$ cat config.mk
export PLATFORM = sky130hd
export DESIGN_NAME = shift_sub_divider
export DESIGN_NICKNAME = d
export VERILOG_FILES = /design/src/rtl/shift_sub_divider.sv
export SDC_FILE = /design/constraint.sdc
export NUM_CORES = 1
export LEC_CHECK = 0
export ABC_AREA = 1
export ABC_CLOCK_PERIOD_IN_PS = 2160
export CAP_MARGIN = 20
export CORE_AREA = 4 4 66 68
export DETAILED_ROUTE_END_ITERATION = 8
export DIE_AREA = 0 0 70 72
export GPL_TIMING_DRIVEN = 0
export PLACE_DENSITY = 0.73
export SLEW_MARGIN = 20
export SYNTH_ARGS = -nofsm -noshare
export SYNTH_HDL_FRONTEND = slang
export SYNTH_SLANG_ARGS = --single-unit
$ cat constraint.sdc
create_clock -name i_clk -period 2.16 [get_ports i_clk]
set_clock_uncertainty 0.1 [all_clocks]
set_input_delay 0.54 -clock i_clk [delete_from_list [all_inputs] [get_ports i_clk]]
set_output_delay 0.54 -clock i_clk [all_outputs]
set_load 0.005 [all_outputs]
$ cat src/rtl/shift_sub_divider.sv
// Sequential restoring divider, one quotient bit per falling clock edge, start/busy/done handshake.
// Define SHIFT_SUB_DIVIDER_SIGNED_EN for two's-complement operands (truncating toward zero).
module shift_sub_divider #(
  parameter int unsigned N = 8,
  parameter int unsigned M = 4
) (
  input  logic         i_clk,
  input  logic         i_rst_n,
  input  logic         i_start,
  input  logic [N-1:0] i_a,
  input  logic [M-1:0] i_b,
  output logic         o_busy,
  output logic         o_done,
  output logic [N-1:0] o_q,
  output logic [M-1:0] o_r,
  output logic         o_dbz
);

  localparam int unsigned CntW = $clog2(N + 1);
  localparam logic [CntW-1:0] LastCnt = CntW'(N - 1);

  typedef enum logic [1:0] {StIdle, StRun, StDone} state_e;

  state_e          r_state;
  logic [N-1:0]    r_qsh;
  logic [M-1:0]    r_d;
  logic [M:0]      r_rem;
  logic [CntW-1:0] r_cnt;

  logic [N-1:0]    w_a_mag;
  logic [M-1:0]    w_b_mag;
  logic [M:0]      w_rem_sh;
  logic            w_ge;
  logic [M:0]      w_rem_nx;
  logic [N-1:0]    w_q_nx;
  logic [N-1:0]    w_q_fin;
  logic [M-1:0]    w_r_fin;
  logic            w_unused_rem_msb;

`ifdef SHIFT_SUB_DIVIDER_SIGNED_EN
  logic r_neg_q;
  logic r_neg_r;

  // Magnitudes feed the unsigned core; the most-negative values map onto their unsigned bit pattern.
  assign w_a_mag = i_a[N-1] ? (~i_a + N'(1)) : i_a;
  assign w_b_mag = i_b[M-1] ? (~i_b + M'(1)) : i_b;
  assign w_q_fin = r_neg_q ? (~w_q_nx + N'(1)) : w_q_nx;
  assign w_r_fin = r_neg_r ? (~w_rem_nx[M-1:0] + M'(1)) : w_rem_nx[M-1:0];
`else
  assign w_a_mag = i_a;
  assign w_b_mag = i_b;
  assign w_q_fin = w_q_nx;
  assign w_r_fin = w_rem_nx[M-1:0];
`endif

  // The stored remainder is always below D, so its top bit never feeds the next shift.
  assign w_rem_sh         = {r_rem[M-1:0], r_qsh[N-1]};
  assign w_ge             = (w_rem_sh >= {1'b0, r_d});
  assign w_rem_nx         = w_ge ? (w_rem_sh - {1'b0, r_d}) : w_rem_sh;
  assign w_q_nx           = {r_qsh[N-2:0], w_ge};
  assign w_unused_rem_msb = r_rem[M];

  always_ff @(negedge i_clk or negedge i_rst_n) begin
    if (!i_rst_n) begin
      r_state <= StIdle;
      r_qsh   <= '0;
      r_d     <= '0;
      r_rem   <= '0;
      r_cnt   <= '0;
      o_busy  <= 1'b0;
      o_done  <= 1'b0;
      o_q     <= '0;
      o_r     <= '0;
      o_dbz   <= 1'b0;
`ifdef SHIFT_SUB_DIVIDER_SIGNED_EN
      r_neg_q <= 1'b0;
      r_neg_r <= 1'b0;
`endif
    end else begin
      o_done <= 1'b0;
      unique case (r_state)
        StIdle: begin
          if (i_start) begin
            if (i_b == '0) begin
              o_q     <= '1;
              o_r     <= i_a[M-1:0];
              o_dbz   <= 1'b1;
              o_done  <= 1'b1;
              r_state <= StDone;
            end else begin
              r_qsh   <= w_a_mag;
              r_d     <= w_b_mag;
              r_rem   <= '0;
              r_cnt   <= '0;
              o_dbz   <= 1'b0;
              o_busy  <= 1'b1;
              r_state <= StRun;
`ifdef SHIFT_SUB_DIVIDER_SIGNED_EN
              r_neg_q <= i_a[N-1] ^ i_b[M-1];
              r_neg_r <= i_a[N-1];
`endif
            end
          end
        end
        StRun: begin
          r_qsh <= w_q_nx;
          r_rem <= w_rem_nx;
          r_cnt <= r_cnt + CntW'(1);
          if (r_cnt == LastCnt) begin
            o_q     <= w_q_fin;
            o_r     <= w_r_fin;
            o_busy  <= 1'b0;
            o_done  <= 1'b1;
            r_state <= StDone;
          end
        end
        StDone: begin
          r_state <= StIdle;
        end
        default: begin
          r_state <= StIdle;
        end
      endcase
    end
  end

endmodule
==> run summary, run 1 <==
outcome -> finished, violations left
violated checks -> setup timing
CTS clk-pin slew, worst paths -> 0.05 ns
Inserted Clock Buffers -> 5
DRT antenna net count -> 0
Static Leak -> 1.328 nW
fillers -> 270
Worst Path Required -> 1.12 ns
Max Fanout on Critical Path -> 8
Die H -> 72 microns
Worst slew margin -> 0.7797
routed wire length -> 4711 microns
post-DP HPWL -> 2773 microns
Post-Synthesis Cells -> 205
initial antenna violation count -> 0
post-place instance area -> 2213 sq um
first-pass GRT wire length -> 7859 microns
Max Slew Vio Count -> 0
crit end category -> flop
GRT Total Usage -> 0.2020
Hold Buf Count CTS -> 0
multi-input logic area -> 905.9 sq um
layout cells sized above 1 -> 0.3810
H-tree depth -> 2
fin cells -> 323
met2 track demand over resource -> 0.3305
Vias -> 1,668
design area -> 2735 sq um
routability cong. -> 0.8217
share of the synthesized area in the top cell type -> 0.5093
Die Width -> 70 microns
# diodes -> 0
Bufs on Longest Clock Path -> 2
post-synth top area cell -> dfrtn_1
#FFs+latches synth -> 37
row cnt -> 23
grt total ovfl -> 0
Global Route met3 Usage -> 0.05125
final setup vio count -> 51
post-detailed-route via-to-cell ratio -> 5.164
core box area -> 3856 sq um
CTS Root Cell -> clkbuf_8
Synth warnings -> 0
RSZ-0062 raised after global routing -> yes
Starting Density -> 0.4714
placed cell count -> 285
final hold vios -> 0
Worst setup SP type -> input pin
R2R setup slack -> 0.06 ns
Mapped Nets -> 226
final net count -> 293
vias in the first global route -> 1,640
DRC errors left -> 0
Critical Path AT -> 1.52 ns
register area -> 925.9 sq um
IO Pins -> 30
TritonCTS Sinks -> 37
post-synthesis cell type count -> 29
Seq/Total Area, Yosys -> 0.5093
synth top area cells -> dfrtn_1 (51%), nand2_1 (8.3%), inv_1 (6.4%)
initial drt markers -> 74
Clock Latency Late Sink -> 0.30 ns
slew at the pin with the worst max-slew slack -> 0.3301 ns
largest net degree at the start of global routing -> 26
max_cap viols -> 0
Syn Area/Cell -> 8.868 sq um
worst vdd ir -> 0.7719 mV
post-place setup slack -> -1.052 ns
Power Dens Cells -> 1634 nW/um^2
Post-Synthesis Cell Area -> 1818 sq um
Area Overhead vs Synth -> 50.45%
die area -> 5040 sq um
total power -> 4.470 mW
wire length per cell -> 14.59 microns
CTS tree -> done
I/O Buffers -> 29
grt met1 use -> 0.2518
Worst Hold Class -> flop to flop
Most Crowded Layer GR -> met2
1st-pass router iterations -> 4
final setup margin -> -0.3940 ns
critical path class -> input pin to flop
-- cell families (layout without fill, tap and decap cells) --
logic type	count (synthesis)	count (layout)	synth area share
and+or+nand+nor	86	86	0.2168
buffers and inverters	38	106	0.09773
DFF	37	37	0.5093
AOI/OAI and AO/OA	35	35	0.1163
adders and majority gates	6	6	0.04542
xor gates and xnor gates	3	3	0.01446
-- worst paths after layout --
check,from,to,cells after the start
worst max register to register,r_d[2]$_DFFE_NN0P_,o_r[0]$_DFFE_NN0P_,10
worst max-delay path,i_b[1],r_qsh[3]$_DFFE_NN0P_,9
max in group asynchronous,i_rst_n,r_state[1]$_DFFE_NN0P_,2
worst min register to register,o_q[0]$_DFFE_NN0P_,o_q[0]$_DFFE_NN0P_,2
min in group asynchronous,i_rst_n,o_r[2]$_DFFE_NN0P_,1
worst min-delay path,o_q[0]$_DFFE_NN0P_,o_q[0]$_DFFE_NN0P_,2
-- cell usage in the layout (no fill, tap or decap), types with 2 or more instances in the layout --
cell,instances
a31oi_1,4
clkdlybuf4s50_1,8
nand2_4,4
nand3_1,14
nor2_4,7
o21ai_0,2
xnor2_1,2
nor2_1,7
nor2_2,2
buf_2,19
o21ai_2,4
inv_1,26
inv_4,2
buf_4,17
clkbuf_8,5
nand4_1,5
inv_8,2
a31oi_4,3
inv_2,3
or2_1,4
nand2_2,4
nand2_1,32
dfrtn_1,37
buf_8,4
a21oi_1,3
buf_12,5
o21ai_1,11
ha_1,5
nand3_2,4
buf_6,11
clkinv_2,2
o211ai_1,5
-- cell type report --
type                            count  share of cell area
Tap cell                           50             0.02287
Multi-Input combinational cell    130              0.3312
Clock inverter                      2            0.003660
Inverter                           33             0.05261
Sequential cell                    37              0.3385
Timing Repair Buffer               60              0.2063
Buffer                              5             0.01830
Clock buffer                        6             0.02653
-- critical path, cell delays in order --
cell	delay, ns
buf_8	0.10
nor2_4	0.11
buf_6	0.10
nand4_1	0.19
nand2_8	0.16
inv_8	0.06
buf_6	0.12
nor2_2	0.09
a31oi_1	0.04
-- routing by layer --
| layer | vias to the layer above | part of all wire |
|---|---|---|
| met4 | 0 | 0.024 |
| met3 | 11 | 0.042 |
| li1 | 808 | - |
| met2 | 37 | 0.51 |
| met5 | - | 0 |
| met1 | 812 | 0.42 |
-- power breakdown --
group	switching (mW)	internal (mW)	leakage (nW)
combinational	1.49	1.30	0.842
sequential	0.171	1.04	0.441
clock	0.247	0.224	0.0450
-- synth_stat cells --
library cell	instances
buf_2	3
nor2_1	13
a21oi_2	1
buf_6	1
nand3_1	18
a22o_1	1
xnor2_1	2
nand3_4	1
nand2_2	1
buf_12	1
or2_2	1
o21ai_0	12
ha_1	5
a31oi_2	1
a31oi_1	6
inv_4	1
fa_1	1
o22ai_1	1
nand4_1	5
nand2_1	40
or2_1	4
clkinv_4	1
inv_1	31
dfrtn_1	37
a21oi_1	3
xor2_1	1
o211ai_1	5
nor2_2	3
o21ai_1	5
-- repair_timing --
| item | in CTS | in global routing |
|---|---|---|
| gates resized for setup | 128 | 22 |
| pin swaps | 15 | 10 |
| setup buffers | 22 | 8 |
| cloned | 2 | 0 |
| setup endpoints to repair | 52 | 51 |
-- state kept, by name, indices dropped and copies added (netlist names) --
signal   cells
o_q          8
r_state      2
r_qsh        8
o_busy       1
o_done       1
r_d          4
r_cnt        4
r_rem        4
o_dbz        1
o_r          4
-- metrics by stage --
step | util | setup TNS (ns) | hold slack (ns)
6_report | 0.7093 | -15.27 | 0.3237
5_1_grt | 0.7093 | -17.30 | 0.3490
4_1_cts | 0.6768 | -14.92 | 0.3269
3_5_place_dp | 0.5740 | -41.48 | 0.3262
3_3_place_gp | 0.5701 | -92.68 | 0.3221
2_1_floorplan | - | -10.21 | 0.3135
Note: power is estimated with default switching activity, not from simulation.
==> inputs of run 2 (changes only) <==
SLEW_MARGIN = unset   (was 20)
==> run summary, run 2 (synthesized netlist as in run 1, its figures left out) <==
Worst Setup EP -> o_q[2]$_DFFE_NN0P_
post-detailed-route via-to-cell ratio -> 5.190 (+0.50%)
Max Slew Vio Count -> 0 (unchanged)
core box area -> 3856 sq um (unchanged)
outcome -> finished, violations left
fillers -> 260 (-3.7%)
Setup Total Neg Slack -> -18.51 ns (-3.237 ns)
Die Width -> 70 microns (unchanged)
Worst setup SP type -> input pin
Worst Path Required -> 1.11 ns (about the same)
Met1 Wirelength -> 2227 microns (+12%)
CTS tree -> done
Hold Path Stages -> 2 (unchanged)
Worst path slowest cell -> nand3_4
most frequent cells in the layout -> dfrtn_1 (37), nand2_1 (35), inv_1 (26), buf_4 (21), buf_2 (19)
worst vdd ir -> 0.8423 mV (+9.1%)
most common cell after layout, fill and taps aside -> dfrtn_1
Area Overhead vs Synth -> 54.51%
CTS clk-pin slew, worst paths -> 0.05 ns (about the same)
I/O Buffers -> 29 (unchanged)
Static Leak -> 1.351 nW (+1.7%)
initial antenna violation count -> 0 (unchanged)
CP Launch Point -> i_b[1]
Reg-to-Reg Start -> r_d[2]$_DFFE_NN0P_
Die H -> 72 microns (unchanged)
crit end category -> flop
Max Fanout on Critical Path -> 7 (-1)
IO Pins -> 30 (unchanged)
DRC errors left -> 0 (unchanged)
critical path class -> input pin to flop
hold slack -> 0.3342 ns (+0.01047 ns)
biggest regs -> o_q x8, r_qsh x8
final net count -> 302 (+3.1%)
row cnt -> 23 (unchanged)
largest net degree at the start of global routing -> 38 (+46%)
RSZ-0062 raised after global routing -> yes
DRT antenna net count -> 0 (unchanged)
Max Used Layer -> met4
CTS Root Cell -> clkbuf_8
final setup margin -> -0.4482 ns (-0.05425 ns)
Clock Latency Late Sink -> 0.30 ns (about the same)
layout cells sized above 1 -> 0.4007 (+0.01976)
Critical Path AT -> 1.56 ns (+0.04 ns)
violated checks -> setup timing
1st-pass router iterations -> 4 (unchanged)
slew at the pin with the worst max-slew slack -> 0.8209 ns (+0.4908 ns)
crit path cell chain -> buf_8, nor2_4, buf_6, nand3_4, nand2_4, nand3_4, clkinv_4, buf_12, buf_12, nor2_2, a31oi_4
met3 wire len -> 199 microns (+1.0%)
Worst slew margin -> 0.4527 (-0.3270)
met2 wire len -> 2577 microns (+6.5%)
wire length per cell -> 15.47 microns (+6.0%)
GRT Total Usage -> 0.1953 (-0.006730)
# diodes -> 0 (unchanged)
final hold vios -> 0 (unchanged)
first-pass GRT wire length -> 7617 microns (-3.1%)
max_cap viols -> 0 (unchanged)
post-DP HPWL -> 2679 microns (-3.4%)
routability cong. -> 0.8217 (unchanged)
fin cells -> 332 (+2.8%)
R2R setup slack -> 0.07 ns (about the same)
routed wire length -> 5135 microns (+9.0%)
R2R Path End -> o_r[2]$_DFFE_NN0P_
Starting Density -> 0.4714 (unchanged)
Vias -> 1,723 (+3.3%)
Worst Hold Class -> flop to flop
die area -> 5040 sq um (unchanged)
initial drt markers -> 166 (+120%)
Inserted Clock Buffers -> 5 (unchanged)
FF-to-FF path depth -> 10 (unchanged)
TritonCTS Sinks -> 37 (unchanged)
vias in the first global route -> 1,622 (-1.1%)
grt total ovfl -> 0 (unchanged)
Bufs on Longest Clock Path -> 2 (unchanged)
H-tree depth -> 2 (unchanged)
final setup vio count -> 52 (+2.0%)
max incr delay on CP -> 0.15 ns (-0.04 ns)
placed cell count -> 284 (-0.35%)
Power Dens Cells -> 1696 nW/um^2 (+3.8%)
run 2: cell types whose count changed in the layout (fill, tap and decap cells not counted), moves of 3 or more:
cell and delta:
o21ai_1 -3, nor2_2 +4, nand3_1 +3, nand2_1 +3, buf_6 +7, nand3_2 -4, buf_4 +4
run 2: worst min-delay path by stage:
stage                                    start              endpoint  slack (ns)
after global routing        o_q[0]$_DFFE_NN0P_    o_q[0]$_DFFE_NN0P_        0.36
after detailed placement    o_q[4]$_DFFE_NN0P_    o_q[4]$_DFFE_NN0P_        0.33
after CTS                   o_busy$_DFFE_NN0P_    o_busy$_DFFE_NN0P_        0.33
final                       o_q[0]$_DFFE_NN0P_    o_q[0]$_DFFE_NN0P_        0.33
after global placement      o_busy$_DFFE_NN0P_    o_busy$_DFFE_NN0P_        0.32
after floorplan           r_qsh[0]$_DFFE_NN0P_  r_qsh[0]$_DFFE_NN0P_        0.31
run 2: power by group:
group / switching (mW) / internal, mW / total, mW
logic: 1.58 / 1.48 / 3.06
registers: 0.184 / 1.04 / 1.23
clock network: 0.251 / 0.224 / 0.475
run 2: timing repair:
action	CTS	global route
setup endpoints to repair	52	52
gates cloned	2	0
hold buffers	0	0
resized for setup	123	26
buffers inserted	26	14
pin swaps	16	7
run 2: metal layers:
metal  GRT usage  up-vias
li1            -      826
met1      0.2520      840
met2      0.3179       46
met3     0.04155       11
met4     0.08936        0
met5           0        -
run 2: through the flow:
| step | util | total power [mW] | area, sq um | setup WS, ns |
|---|---|---|---|---|
| floorplan | - | 2.527 | 1846 | -0.3762 |
| global route | 0.7284 | 5.107 | 2809 | -0.4875 |
| CTS | 0.6775 | 4.252 | 2613 | -0.3956 |
| detailed placement | 0.5688 | 3.134 | 2193 | -1.052 |
| global placement | 0.5701 | 3.109 | 2198 | -1.406 |
| finish | 0.7284 | 4.764 | 2809 | -0.4482 |
run 2: cell type report:
type / instances / area (sq um) / share of cell area
clock inverter: 2 / 10.01 / 0.003563
clock buffer: 6 / 72.57 / 0.02584
tap: 50 / 62.56 / 0.02227
buffer: 4 / 35.03 / 0.01247
multi-input combinational: 130 / 895.9 / 0.3189
inverter: 33 / 141.4 / 0.05033
sequential: 37 / 925.9 / 0.3296
timing repair buffer: 70 / 665.6 / 0.2370
run 2: worst max-delay path: cells and delay by family:
family	cells	cell delay, ns
buf+inv	5	0.55
simple gates	5	0.42
compound gates	1	0.04
==> inputs of run 3 (changes only) <==
ABC_CLOCK_PERIOD_IN_PS = 2470   (was 2160)
CELL_PAD_IN_SITES_DETAIL_PLACEMENT = 2   (was unset)
CELL_PAD_IN_SITES_GLOBAL_PLACEMENT = 2   (was unset)
CORE_AREA = 4 4 81 83   (was 4 4 66 68)
DIE_AREA = 0 0 85 87   (was 0 0 70 72)
GPL_TIMING_DRIVEN = unset   (was 0)
PLACE_DENSITY = unset   (was 0.73)
PLACE_DENSITY_LB_ADDON = 0.1   (was unset)
clock period = 2.47 ns   (was 2.16 ns; I/O delays follow)
==> run summary, run 3 (synthesized netlist as in run 1, its figures left out) <==
HP Start -> o_busy$_DFFE_NN0P_
die area -> 7395 sq um (+47%)
most common cell after layout, fill and taps aside -> dfrtn_1
Static Leak -> 1.413 nW (+4.6%)
vias in the first global route -> 1,944 (+20%)
initial drt markers -> 51 (-69%)
1st-pass router iterations -> 4 (unchanged)
NetSw -> 1.973 mW (-2.1%)
CTS Root Cell -> clkbuf_8
Worst slew margin -> 0.7740 (+0.3213)
R2R Path End -> o_r[0]$_DFFE_NN0P_
TritonCTS Sinks -> 37 (unchanged)
violated checks -> setup timing
# diodes -> 0 (unchanged)
Max Fanout on Critical Path -> 2 (-5)
max incr delay on CP -> 0.45 ns (+0.30 ns)
Clock Latency Late Sink -> 0.30 ns (about the same)
RSZ-0062 raised after global routing -> yes
Reg-to-Reg Start -> r_d[2]$_DFFE_NN0P_
R2R setup slack -> 0.20 ns (+0.13 ns)
Sequential Power Share -> 0.253 (-0.004)
Comb power frac -> 0.604 (-0.039)
worst vdd ir -> 0.5279 mV (-37%)
layout cells sized above 1 -> 0.4638 (+0.06306)
Max Slew Vio Count -> 0 (unchanged)
outcome -> finished, violations left
CTS clk-pin slew, worst paths -> 0.05 ns (about the same)
most frequent cells in the layout -> dfrtn_1 (37), inv_1 (26), buf_4 (23), nand2_1 (20), buf_2 (15)
fin cells -> 351 (+5.7%)
final net count -> 296 (-2.0%)
wire length per cell -> 19.17 microns (+24%)
first-pass GRT wire length -> 10,700 microns (+40%)
Worst path slowest cell -> dfrtn_1
switching share of power -> 0.4428 (+0.01959)
Power Dens Cells -> 1513 nW/um^2 (-11%)
Hold Path Stages -> 2 (unchanged)
Hold Buf Count CTS -> 0 (unchanged)
register area -> 925.9 sq um (unchanged)
core box area -> 5851 sq um (+52%)
placed cell count -> 322 (+13%)
CTS tree -> done
Bufs on Longest Clock Path -> 2 (unchanged)
crit end category -> output pin
DRC errors left -> 0 (unchanged)
post-detailed-route via-to-cell ratio -> 4.903 (-5.5%)
IO Pins -> 30 (unchanged)
routed wire length -> 6729 microns (+31%)
row cnt -> 28 (+22%)
total power -> 4.456 mW (-6.5%)
Critical Path AT -> 2.11 ns (+0.55 ns)
H-tree depth -> 2 (unchanged)
slew at the pin with the worst max-slew slack -> 0.3386 ns (-0.4823 ns)
DRT antenna net count -> 0 (unchanged)
part of the power in the clock network -> 0.143 (+0.043)
crit path cell chain -> buf_2
post-DP HPWL -> 4007 microns (+50%)
largest delay contributor family on the critical path -> flip-flops
initial antenna violation count -> 0 (unchanged)
max_cap viols -> 0 (unchanged)
Worst setup SP type -> flop
multi-input logic area -> 1007 sq um (+12%)
I/O Buffers -> 29 (unchanged)
Die Width -> 85 microns (+21%)
Vias -> 1,721 (-0.12%)
Worst Hold Class -> flop to flop
GRT Total Usage -> 0.1884 (-0.006885)
biggest regs -> o_q x8, r_qsh x8
Area Overhead vs Synth -> 62.01%
FF-to-FF path depth -> 10 (unchanged)
largest net degree at the start of global routing -> 38 (unchanged)
grt total ovfl -> 0 (unchanged)
Worst Path Required -> 1.75 ns (+0.64 ns)
critical path class -> flop to output pin
fillers -> 616 (+140%)
Pint -> 2.483 mW (-9.6%)
final hold vios -> 0 (unchanged)
Die H -> 87 microns (+21%)
Inserted Clock Buffers -> 5 (unchanged)
routability cong. -> 0.7718 (-6.1%)
Hold Crit Endpoint -> o_busy$_DFFE_NN0P_
final setup margin -> -0.3605 ns (+0.08766 ns)
Critical path buffers and inverters -> 1 (-4)
final setup vio count -> 46 (-12%)
Starting Density -> 0.3107 (-0.1607)
Setup Total Neg Slack -> -11.69 ns (+6.811 ns)
## run 3: cell count changes in the layout (fill, tap and decap cells not counted), moves of 3 or more
cell | previous run | this run
buf_2 | 19 | 15
buf_6 | 18 | 10
nand2_1 | 35 | 20
nand2_2 | 3 | 12
nand2_4 | 3 | 8
nand3_1 | 17 | 11
nand3_2 | 0 | 6
nor2_2 | 6 | 3
## run 3: worst max path at each step
stage	startpoint	depth (start not counted)	endpoint	slack [ns]
detailed placement	i_b[2]	9	o_q[6]$_DFFE_NN0P_	-0.94
finish	o_q[0]$_DFFE_NN0P_	1	o_q[0]	-0.36
global route	o_q[0]$_DFFE_NN0P_	1	o_q[0]	-0.38
global placement	i_b[2]	9	o_r[3]$_DFFE_NN0P_	-0.86
floorplan	i_b[2]	7	r_qsh[2]$_DFFE_NN0P_	-0.30
CTS	o_q[0]$_DFFE_NN0P_	1	o_q[0]	-0.37
## run 3: final cells by class
type / count / area share
clock buffer: 5 / 0.02336
clock inverter: 3 / 0.02209
inverter: 33 / 0.05140
multi-input combinational: 130 / 0.3420
sequential: 37 / 0.3144
tap: 75 / 0.03186
timing repair buffer: 66 / 0.2073
timing repair inverter: 2 / 0.007647
## run 3: power by group through the flow
stage	logic, mW	clock network, mW	registers, mW
CTS	2.31	0.648	1.10
floorplan	1.15	0	1.06
global placement	1.81	0	1.08
global route	2.95	0.682	1.17
detailed placement	1.90	0	1.10
finish	2.69	0.637	1.13
## run 3: metrics by stage
step,setup slack [ns],utilization,hold WS [ns],cell area [sq um]
2_1_floorplan,-0.2987,-,0.3135,1846
3_3_place_gp,-0.8639,0.4006,0.3142,2344
3_5_place_dp,-0.9382,0.4006,0.3462,2344
4_1_cts,-0.3707,0.4649,0.3482,2720
5_1_grt,-0.3789,0.5034,0.3598,2945
6_report,-0.3605,0.5034,0.3456,2945
## run 3: per-layer routing
metal  vias to the layer above  share of wire  global-route usage  routed length [microns]
met5                         -              0                   0                        0
met4                         0          0.020             0.06043                      133
met3                        10          0.027             0.03027                      182
met2                        29           0.54              0.3489                     3658
met1                       871           0.41              0.2214                     2755
li1                        811              -                   -                        -
## run 3: timing repair
action	in CTS	in global routing
cloned	3	0
pin swaps	21	10
setup buffers	9	14
setup endpoints to repair	52	49
gates resized for setup	152	40
